<file path="src/rtl/ecc_scrub_scheduler.sv">
// Bank of Hamming(7,4)-protected counters with round-robin increment arbitration,
// a periodic background scrubber that corrects single-bit errors, and test-only fault injection.
module ecc_scrub_scheduler #(
  parameter int WIDTH        = 32,
  parameter int BLOCKS       = WIDTH / 4,
  parameter int PARITY_BITS  = BLOCKS * 3,
  parameter int NUM_CNT      = 4,
  parameter int SCRUB_PERIOD = 256
) (
  input  logic                       clk,
  input  logic                       reset,
  input  logic [NUM_CNT-1:0]         inc_req,
  output logic [NUM_CNT-1:0]         inc_gnt,
  input  logic                       scrub_en,
  input  logic                       inj_valid,
  input  logic [$clog2(NUM_CNT)-1:0] inj_sel,
  input  logic [$clog2(WIDTH)-1:0]   inj_bit,
  input  logic [$clog2(NUM_CNT)-1:0] rd_sel,
  output logic [WIDTH-1:0]           rd_data,
  output logic                       scrub_busy,
  output logic                       err_irq,
  output logic [$clog2(NUM_CNT)-1:0] err_idx,
  output logic [15:0]                corr_count
);

  localparam int PTR_W = $clog2(NUM_CNT);
  localparam int BIT_W = $clog2(WIDTH);
  localparam int TMR_W = $clog2(SCRUB_PERIOD + 1);

  localparam logic [PTR_W:0]   NUM_CNT_L = (PTR_W + 1)'(NUM_CNT);
  localparam logic [BIT_W:0]   WIDTH_L   = (BIT_W + 1)'(WIDTH);
  localparam logic [PTR_W-1:0] LAST_PTR  = PTR_W'(NUM_CNT - 1);
  localparam logic [TMR_W-1:0] TMR_LAST  = TMR_W'(SCRUB_PERIOD - 1);

  localparam logic [1:0] IDLE      = 2'd0;
  localparam logic [1:0] SCRUB_CHK = 2'd1;
  localparam logic [1:0] SCRUB_FIX = 2'd2;

  function automatic logic [PARITY_BITS-1:0] calc_parity(input logic [WIDTH-1:0] d);
    logic [PARITY_BITS-1:0] p;
    p = {PARITY_BITS{1'b0}};
    for (int i = 0; i < BLOCKS; i++) begin
      p[i*3+0] = d[i*4+0] ^ d[i*4+2] ^ d[i*4+3];
      p[i*3+1] = d[i*4+0] ^ d[i*4+1] ^ d[i*4+3];
      p[i*3+2] = d[i*4+0] ^ d[i*4+1] ^ d[i*4+2];
    end
    return p;
  endfunction

  // Syndromes that name a parity bit alone leave the data untouched.
  function automatic logic [WIDTH-1:0] correct_data(input logic [WIDTH-1:0]       d,
                                                    input logic [PARITY_BITS-1:0] syn);
    logic [WIDTH-1:0] c;
    c = d;
    for (int i = 0; i < BLOCKS; i++) begin
      case (syn[i*3 +: 3])
        3'b011:  c[i*4+3] = ~c[i*4+3];
        3'b101:  c[i*4+2] = ~c[i*4+2];
        3'b110:  c[i*4+1] = ~c[i*4+1];
        3'b111:  c[i*4+0] = ~c[i*4+0];
        default: c = c;
      endcase
    end
    return c;
  endfunction

  function automatic logic [PTR_W-1:0] next_ptr(input logic [PTR_W-1:0] p);
    return (p == LAST_PTR) ? PTR_W'(0) : p + PTR_W'(1);
  endfunction

  logic [WIDTH-1:0]       data_r [NUM_CNT];
  logic [PARITY_BITS-1:0] par_r  [NUM_CNT];
  logic [1:0]             state_r;
  logic [TMR_W-1:0]       timer_r;
  logic [PTR_W-1:0]       scrub_ptr_r;
  logic [PTR_W-1:0]       rr_ptr_r;
  logic [PTR_W-1:0]       err_idx_r;
  logic [15:0]            corr_count_r;

  logic                   gnt_found_s;
  logic [PTR_W-1:0]       gnt_idx_s;
  logic                   gnt_valid_s;
  logic [WIDTH-1:0]       inc_data_s;
  logic [PARITY_BITS-1:0] inc_par_s;
  logic [WIDTH-1:0]       cur_data_s;
  logic [PARITY_BITS-1:0] syn_s;
  logic [WIDTH-1:0]       fix_data_s;
  logic [PARITY_BITS-1:0] fix_par_s;
  logic                   inj_ok_s;

  // Round-robin search: first requester at or after rr_ptr_r.
  always_comb begin
    logic [PTR_W:0] cand_v;
    cand_v      = {(PTR_W + 1){1'b0}};
    gnt_found_s = 1'b0;
    gnt_idx_s   = {PTR_W{1'b0}};
    for (int i = 0; i < NUM_CNT; i++) begin
      cand_v = {1'b0, rr_ptr_r} + (PTR_W + 1)'(i);
      if (cand_v >= NUM_CNT_L) begin
        cand_v = cand_v - NUM_CNT_L;
      end else begin
        cand_v = cand_v;
      end
      if (!gnt_found_s && inc_req[cand_v[PTR_W-1:0]]) begin
        gnt_found_s = 1'b1;
        gnt_idx_s   = cand_v[PTR_W-1:0];
      end else begin
        gnt_found_s = gnt_found_s;
      end
    end
  end

  // Datapath: increment value, scrub syndrome/correction and injection qualification.
  always_comb begin
    gnt_valid_s = gnt_found_s && reset && (state_r == IDLE);
    inc_data_s  = data_r[gnt_idx_s] + WIDTH'(1);
    inc_par_s   = calc_parity(inc_data_s);
    cur_data_s  = data_r[scrub_ptr_r];
    syn_s       = par_r[scrub_ptr_r] ^ calc_parity(cur_data_s);
    fix_data_s  = correct_data(cur_data_s, syn_s);
    fix_par_s   = calc_parity(fix_data_s);
    inj_ok_s    = reset && inj_valid
                  && ({1'b0, inj_sel} < NUM_CNT_L)
                  && ({1'b0, inj_bit} < WIDTH_L)
                  && !(gnt_valid_s && (gnt_idx_s == inj_sel))
                  && !((state_r == SCRUB_FIX) && (scrub_ptr_r == inj_sel));
  end

  // Grant vector and raw readback.
  always_comb begin
    inc_gnt = {NUM_CNT{1'b0}};
    if (gnt_valid_s) begin
      inc_gnt[gnt_idx_s] = 1'b1;
    end else begin
      inc_gnt = {NUM_CNT{1'b0}};
    end
    if ({1'b0, rd_sel} < NUM_CNT_L) begin
      rd_data = data_r[rd_sel];
    end else begin
      rd_data = {WIDTH{1'b0}};
    end
  end

  // Counter storage: increments, scrub write-back and injected faults never collide.
  always_ff @(posedge clk) begin
    if (!reset) begin
      for (int i = 0; i < NUM_CNT; i++) begin
        data_r[i] <= {WIDTH{1'b0}};
        par_r[i]  <= {PARITY_BITS{1'b0}};
      end
    end else begin
      if (gnt_valid_s) begin
        data_r[gnt_idx_s] <= inc_data_s;
        par_r[gnt_idx_s]  <= inc_par_s;
      end
      if (state_r == SCRUB_FIX) begin
        data_r[scrub_ptr_r] <= fix_data_s;
        par_r[scrub_ptr_r]  <= fix_par_s;
      end
      if (inj_ok_s) begin
        data_r[inj_sel][inj_bit] <= ~data_r[inj_sel][inj_bit];
      end
    end
  end

  // Scrub FSM, scrub timer, arbitration pointer and correction bookkeeping.
  always_ff @(posedge clk) begin
    if (!reset) begin
      state_r      <= IDLE;
      timer_r      <= {TMR_W{1'b0}};
      scrub_ptr_r  <= {PTR_W{1'b0}};
      rr_ptr_r     <= {PTR_W{1'b0}};
      err_idx_r    <= {PTR_W{1'b0}};
      corr_count_r <= 16'd0;
    end else begin
      case (state_r)
        IDLE: begin
          if (scrub_en) begin
            if (timer_r == TMR_LAST) begin
              timer_r <= {TMR_W{1'b0}};
              state_r <= SCRUB_CHK;
            end else begin
              timer_r <= timer_r + TMR_W'(1);
            end
          end
        end
        SCRUB_CHK: begin
          if (syn_s != {PARITY_BITS{1'b0}}) begin
            state_r <= SCRUB_FIX;
          end else begin
            scrub_ptr_r <= next_ptr(scrub_ptr_r);
            state_r     <= IDLE;
          end
        end
        SCRUB_FIX: begin
          err_idx_r   <= scrub_ptr_r;
          scrub_ptr_r <= next_ptr(scrub_ptr_r);
          state_r     <= IDLE;
          if (corr_count_r != 16'hFFFF) begin
            corr_count_r <= corr_count_r + 16'd1;
          end
        end
        default: state_r <= IDLE;
      endcase
      if (gnt_valid_s) begin
        rr_ptr_r <= next_ptr(gnt_idx_s);
      end
    end
  end

  assign scrub_busy = reset && ((state_r == SCRUB_CHK) || (state_r == SCRUB_FIX));
  assign err_irq    = reset && (state_r == SCRUB_FIX);
  assign err_idx    = err_idx_r;
  assign corr_count = corr_count_r;

endmodule

</file>
<file path="config.mk">
export PLATFORM = sky130hd
export DESIGN_NAME = ecc_scrub_scheduler
export DESIGN_NICKNAME = d
export VERILOG_FILES = /design/src/rtl/ecc_scrub_scheduler.sv
export SDC_FILE = /design/constraint.sdc
export NUM_CORES = 1
export LEC_CHECK = 0
export BUFFER_PORTS_ARGS = -buffer_cell sky130_fd_sc_hd__buf_2
export CAP_MARGIN = 25
export CORE_MARGIN = 3
export CORE_UTILIZATION = 35
export DETAILED_ROUTE_END_ITERATION = 10
export GPL_TIMING_DRIVEN = 1
export MAX_ROUTING_LAYER = met4
export SYNTH_ARGS = -nofsm -noshare
export SYNTH_HDL_FRONTEND = slang
export SYNTH_SLANG_ARGS = --single-unit
</file>
<file path="constraint.sdc">
create_clock -name clk -period 4.7 [get_ports clk]
set_input_delay 0.235 -clock clk [delete_from_list [all_inputs] [get_ports clk]]
set_output_delay 0.235 -clock clk [all_outputs]
set_load 0.005 [all_outputs]
</file>
After elaboration in Yosys (flattened, before gate mapping):

Memory sizes are Yosys's and may differ from the RTL's. A register that Yosys moved wholly into a read port is not among the register bits.
Index checks and enable logic that the tools add are counted.

* flip-flop bits (word level): 33
* bits in latches: 0
* bits in writable memories: 224
* ROM bits: 0
* logic and storage cells: 358
* memories kept: 2

Memories
* data_r: words 4, bits a word 32, rd ports 4, clocked after Yosys merged registers in 1, wr ports 4, line 71 `logic [WIDTH-1:0] data_r [NUM_CNT];`
* par_r: words 4, bits a word 24, rd ports 1, clocked after Yosys merged registers in 1, wr ports 4, line 72 `logic [PARITY_BITS-1:0] par_r [NUM_CNT];`

* add/sub/neg operators: 12
* multiply operators: 0
* divide/modulo/power cells: 0
* order comparisons: 12
* equality and inequality tests: 43
* shift-type cells: 0
* multiplexer cells: 97
* bitwise operators: 154
* reductions and logical operators: 32

Operators by type and width (count)
* two-way mux 32 bit: 5
* bitwise XOR 1 bit: 120
* OR reduction 32 bit: 3
* equality test 3 bit (second input constant): 24
* two-way mux 1 bit: 56
* two-way mux 24 bit: 2
* OR reduction 24 bit: 2
* two-way mux 2 bit: 23
* NOT 1 bit: 33
* adder 32 x 1 -> 32 bit (second input constant): 1
* equality test 3 x 2 -> 1 bit (second input constant): 8
* nonzero test 24 bit: 1
* bitwise XOR 24 bit: 1
* adder 16 x 1 -> 16 bit (second input constant): 1
* inequality test 16 bit (second input constant): 1
* < comparator 2 x 3 -> 1 bit (second input constant): 5
* logical AND 1 bit: 14
* adder 9 x 1 -> 9 bit (second input constant): 1
* equality test 9 x 8 -> 1 bit (second input constant): 1
* >= comparator 3 bit (second input constant): 3
* two-way mux 9 bit: 1
* binary-select mux 1 bit (select 2 bit): 4
* one-hot mux 2 bit (2 select lines): 2
* AND reduction 2 bit: 4
* other kinds (21): 34

Longest topological paths before layout:

Gate-level depths: netlist (run 1).

* word-level depth: 25
* mapped depth: 19
* depth with buffers taken out: 16

Worst setup path after synthesis (run 1):

Ideal clock, no wire load.

* path type: flip-flop to flip-flop
* start: reg rr_ptr_r[1]
* end: mem par_r[1][23] in the netlist's numbering, data pin
* setup time: 267 ps
* data arrival time: 4027 ps
* required time: 4433 ps
* path slack: 407 ps
* cell stages (with the launch flop): 20
* buffers on the path: 4
* path through: dfxtp_1 and2_4 o211ai_2 buf_2 buf_2 buf_2 nand3_1 nand3_1 nand2_1 inv_1 ha_1 inv_1 or3_1 or4_1 buf_2 nor4_2 xor2_2 xnor2_1 xor2_1 o21ai_0

RTL lines
* from (decl): line 76 `logic [PTR_W-1:0] rr_ptr_r;`
* from (signal assigned): line 172 `rr_ptr_r <= {PTR_W{1'b0}};`
* from (signal assigned): line 206 `rr_ptr_r <= next_ptr(gnt_idx_s);`
* to (decl): line 72

==> results of run 1 <==
## report_power, final
part           internal [uW]  switching (uW)  leakage (uW)
sequential              2910             235       0.00263
combinational           1200            1980       0.00433
clock                   1250             996      0.000436
total                   5350            3210       0.00739
## registers in the layout, summed over array words and instances, names as in the netlist, named ones only
register and cells:
corr_count 16, data_r 128, err_idx 2, par_r 96, rr_ptr_r 2, scrub_ptr_r 2
state_r 2, timer_r 9
## cells in the mapped netlist (12+ instances only)
cell and n:
a211oi_1 25, a21oi_1 47, a22oi_1 29, and3_1 28, buf_1 14, buf_2 20, clkbuf_1 105, dfxtp_1 35
edfxtp_1 224, inv_1 43, mux2i_1 50, mux4_2 128, nand2_1 139, nand2b_1 13, nand3_1 96, nand4_1 22
nor2_1 179, nor3_1 36, o21ai_0 192, o22ai_1 98, or3_1 17, or4_1 12, xnor2_1 122, xor2_1 68
## kinds of logic (layout without fill, tap and decap cells)
| group | count (synthesis) | in the layout | share of synthesized area |
|---|---|---|---|
| AND/OR/NAND/NOR | 602 | 602 | 0.151 |
| buffers and inverters | 192 | 249 | 0.0402 |
| other | 0 | 1 | 0 |
| XOR/XNOR | 196 | 196 | 0.0926 |
| multiplexers | 179 | 179 | 0.175 |
| flip-flops | 259 | 259 | 0.383 |
| adder cells (fa/ha/maj) | 12 | 12 | 0.00761 |
| AO/OA/AOI/OAI | 474 | 475 | 0.150 |
## critical path, stage by stage, from the launching register on
cell and delay (ns):
dfxtp_1 0.36, nor2b_1 0.26, o21ba_2 0.42, nor2_8 0.09, inv_2 0.16, a211oi_1 0.11, a2111o_1 0.50, or4_1 0.64
nand4b_1 0.35, nor3_1 0.31, xor2_2 0.42, a2bb2oi_1 0.28, buf_4 0.20, o22ai_1 0.09
## repair_timing
action                                 in CTS  in global routing
endpoints found under the hold margin       1                  0
setup endpoints to repair                   0                 16
buffers inserted                            0                  0
hold buffers                                1                  0
gates resized for setup                     0                  7
## through the flow
stage | hold WS [ns] | area (sq um) | setup TNS (ns)
floorplan | 0.394 | 19400 | 0
finish | 0.0564 | 21800 | 0
CTS | 0.0493 | 21800 | 0
global route | 0.0938 | 21800 | -0.000914
detailed placement | 0.481 | 20900 | 0
global placement | 0.462 | 20900 | 0
## layer usage
| layer | global-route usage | vias up | part of all wire |
|---|---|---|---|
| met3 | 0.0413 | 188 | 0.099 |
| met2 | 0.359 | 953 | 0.45 |
| li1 | - | 7397 | - |
| met5 | - | - | 0 |
| met4 | 0.0920 | 0 | 0.043 |
| met1 | 0.310 | 8417 | 0.40 |
## final timing paths
check / endpoint
worst min-delay path: state_r[0]
worst min register to register: err_idx[1]
worst max-delay path: data_r[0][29]
worst max register to register: data_r[0][29]
## layout make-up
cell class	instances	area, sq um	share of cell area
clock inverter	15	136	0.00625
clock buffer	37	756	0.0346
tap	739	925	0.0424
timing repair buffer	152	1100	0.0505
multi-input combinational	1464	11300	0.518
inverter	45	169	0.00774
antenna	1	2.50	0.000115
sequential	259	7430	0.341
==> flow_summary.ini, run 1 <==
[timing]
max_freq_mhz = 223
slew_headroom = 0.276
slew_violations = 0
rsz0062_at_grt = true
worst_pin_slew_ns = 1.09
period_needed_ns = 4.49
skew_ns = 0.0171
worst_slack_ns = 0.208
finalHoldViolations = 0
finalCritPeriodShare = 0.956
setup_viol = 0

[placed_design]
hpwl_mm = 47.0
io_buffers = 72
place_inst = 2657
gp_congestion = 0.964
place_ws_ns = 0.105

[cts]
clk_pin_slew_ns = 0.07
htreeDepth = 1
clock_latency_ns = 0.57
cts_root_buffer = clkbuf_16
clock_sinks = 259
cts_tree = built
cts-buffers-inserted = 29
clk_path_buf_depth = 3

[power_and_ir_drop]
p_total_uw = 8570
p_leak_uw = 0.00739
power_density_nw_per_um2 = 393
irDropWorstVdd_mv = 0.234

[final_layout]
fin_util = 0.401
drive_gt1_frac = 0.188
mostFrequentLayoutCells = edfxtp_1, o21ai_0, nor2_1
finalNonFillerCells = 2712
fillers = 5242
area_delta_synth_final_pct = 12.5
final_common_cell = edfxtp_1
fin_nets = 1979

[grt]
grt_pass1_vias = 16300
grtUsageTotal = 0.234
antenna_found_initial = 0
grt_overflow_total = 0
grt_max_degree = 65
grt_pass1_wl_mm = 101

[floorplanning]
std_cell_rows = 85
ios = 73
die_w_microns = 241
die_area_sq_um = 58300
die_h_microns = 241
start_util = 0.357
coreArea_sq_um = 54300

[detailed_routing]
ant_nets = 0
drc = 0
vias = 17000
viasPerCell = 6.25
drt_iter0_drc = 2248
routedWlPerCell_microns = 25.1
drt_pass1_iterations = 6
totalWireLength_mm = 68.1

[worst_hold_path]
hp-class = in -> reg
hold_path_startpoint = reset
hold_depth = 3

[logic_synthesis]
seq_area_frac_synth = 0.383
synth_top_area_frac = 0.347
synth_flop_cell = edfxtp_1
yosys_warnings = 0
yosysTopAreaCell = edfxtp_1
synth_nets = 1942
synth_cell_types = 83
synth_edf_count = 224
avgSynthCellArea_sq_um = 10.1
synthArstFlopShare = 0
syn-instance-count = 1914
yosys-top-cells-area = edfxtp_1, mux4_2, xnor2_1
synthesis.area_sq_um = 19400
ys_ff_latch = 259

[run]
maxCapViolations = 0

[worst_setup_path]
setup.worst_path.start = rr_ptr_r[0]
critical_path_class = reg -> reg
reg2reg_from = rr_ptr_r[0]
reg2reg_slack_ns = 0.21
cp.required_ns = 4.99
r2r_cells = 13
worst_setup_path_end_kind = flop
cp_max_fo = 10
arrival_ns = 4.78
startpoint_type = flop

[outcome]
status = complete, no violations
Power figures use the tool's default switching activity.
==> inputs of run 2 (changes only) <==
Settings changed: CELL_PAD_IN_SITES_DETAIL_PLACEMENT from default to 1, CELL_PAD_IN_SITES_GLOBAL_PLACEMENT from default to 2, PLACE_DENSITY_LB_ADDON from default to 0.1, SLEW_MARGIN from default to 20.
==> run 2 against run 1 <==
Setup slack better by 0.068 ns. Combinational power increased by 2%. Clock skew is 0.013 ns higher. Power up 6.0%. Critical path depth shrank 1. Critical path type unchanged. Largest power group unchanged.
==> flow_summary.ini, run 2 (synthesis results as in run 1) <==
[outcome]
status = complete, no violations

[worst_setup_path]
startpoint_type = flop
worst_setup_path_end_kind = flop
cp_max_fo = 23
crit_chain = nor2b_1 -> o21ba_2 -> buf_4 -> o21ai_0 -> nand3_1 -> nand4_1 -> or4_1 -> nor4_1 -> xnor2_1 -> xor3_1 -> a22oi_1 -> nor2_1
critical_path_class = reg -> reg
arrival_ns = 4.69
slowest_stage = or4_1
cp.required_ns = 4.96
reg2reg_slack_ns = 0.28
slowest_delay_ns = 0.70

[timing]
worst_pin_slew_ns = 1.06
skew_ns = 0.0304
slew_headroom = 0.296
finalCritPeriodShare = 0.941
rsz0062_at_grt = true
setup_viol = 0
max_freq_mhz = 226
finalHoldViolations = 0
tns_ns = 0
period_needed_ns = 4.42
slew_violations = 0

[final_layout]
fin_util = 0.406
area_delta_synth_final_pct = 13.8
mostFrequentLayoutCells = edfxtp_1, o21ai_0, nor2_1
top_register = data_r
largest_register_ffs = 128
drive_gt1_frac = 0.193
fin_nets = 1998
final_common_cell = edfxtp_1
fillers = 6043

[cts]
cts_root_buffer = clkbuf_16
clk_path_buf_depth = 3
htreeDepth = 2
clk_pin_slew_ns = 0.05
cts-buffers-inserted = 34
cts_tree = built
clock_latency_ns = 0.56
clock_sinks = 259

[detailed_routing]
drc = 0
drt_iter0_drc = 1577
drt_pass1_iterations = 6
vias = 16700
viasPerCell = 6.11
routedWlPerCell_microns = 27.6
totalWireLength_mm = 75.5
ant_nets = 0

[worst_hold_path]
hp-class = in -> reg

[placed_design]
io_buffers = 72
gp_congestion = 0.924
hpwl_mm = 55.0

[grt]
grt_overflow_total = 0
grt_max_degree = 57
grt_pass1_wl_mm = 111
antenna_found_initial = 1
grtUsageTotal = 0.266
grt_pass1_vias = 16600

[floorplanning]
die_area_sq_um = 58300
start_util = 0.357
std_cell_rows = 85
die_h_microns = 241
coreArea_sq_um = 54300
die_w_microns = 241
ios = 73

[power_and_ir_drop]
irDropWorstVdd_mv = 0.232
p_leak_uw = 0.00753
power_density_nw_per_um2 = 412

[run]
maxCapViolations = 0
-- run 2: worst paths after layout --
kind                     from            to  cells past startpoint
hold / removal          reset    state_r[0]                      3
hold reg to reg    err_idx[1]    err_idx[1]                      2
setup / recovery  rr_ptr_r[0]  par_r[1][16]                     12
setup reg to reg  rr_ptr_r[0]  par_r[1][16]                     12
-- run 2: report_power, final --
| part | switching, uW | total [uW] | internal (uW) |
|---|---|---|---|
| registers | 285 | 3200 | 2920 |
| logic | 2040 | 3250 | 1210 |
| clock network | 1040 | 2630 | 1590 |
-- run 2: repair_timing --
action,4_1_cts,5_1_grt
endpoints found under the setup margin,2,29
hold buffers,1,0
endpoints found under the hold margin,1,0
setup buffers,0,1
gates resized for setup,1,5
-- run 2: layer usage --
metal,share of wire,vias up,track usage,wire [microns]
li1,-,7418,-,-
met1,0.46,8653,0.377,35000
met2,0.44,561,0.395,33500
met3,0.071,84,0.0487,5350
met4,0.021,0,0.0630,1600
met5,0,-,-,0
-- run 2: cell type report --
type,count,area [sq um],area share
clock buffers,47,921,0.0417
diodes,1,2.50,0.000113
flip-flops and latches,259,7430,0.337
repair buffers,167,1180,0.0533
clock inverters,13,184,0.00833
well taps,739,925,0.0419
multi-input cells,1463,11300,0.510
inverters,45,169,0.00765
-- run 2: worst max-delay path, delay by kind of cell, from the launching register on --
family                    cells  cell delay, ns
AOI/OAI and AO/OA             3            0.80
xor gates and xnor gates      2            0.76
buffers and inverters         1            0.31
DFF                           1            0.35
and+or+nand+nor               6            1.88
-- run 2: stage by stage --
step | hold slack (ns) | total power (uW) | std cells | setup WS [ns] | cell area [sq um]
global placement | 0.454 | 6360 | 2671 | 0.158 | 20900
floorplan | 0.394 | 5250 | 1914 | 0.407 | 19400
CTS | 0.0975 | 9100 | 2732 | 0.158 | 22000
global route | 0.144 | 9520 | 2733 | -0.0601 | 22100
finish | 0.117 | 9090 | 2734 | 0.276 | 22100
detailed placement | 0.478 | 6420 | 2671 | -0.0662 | 20900
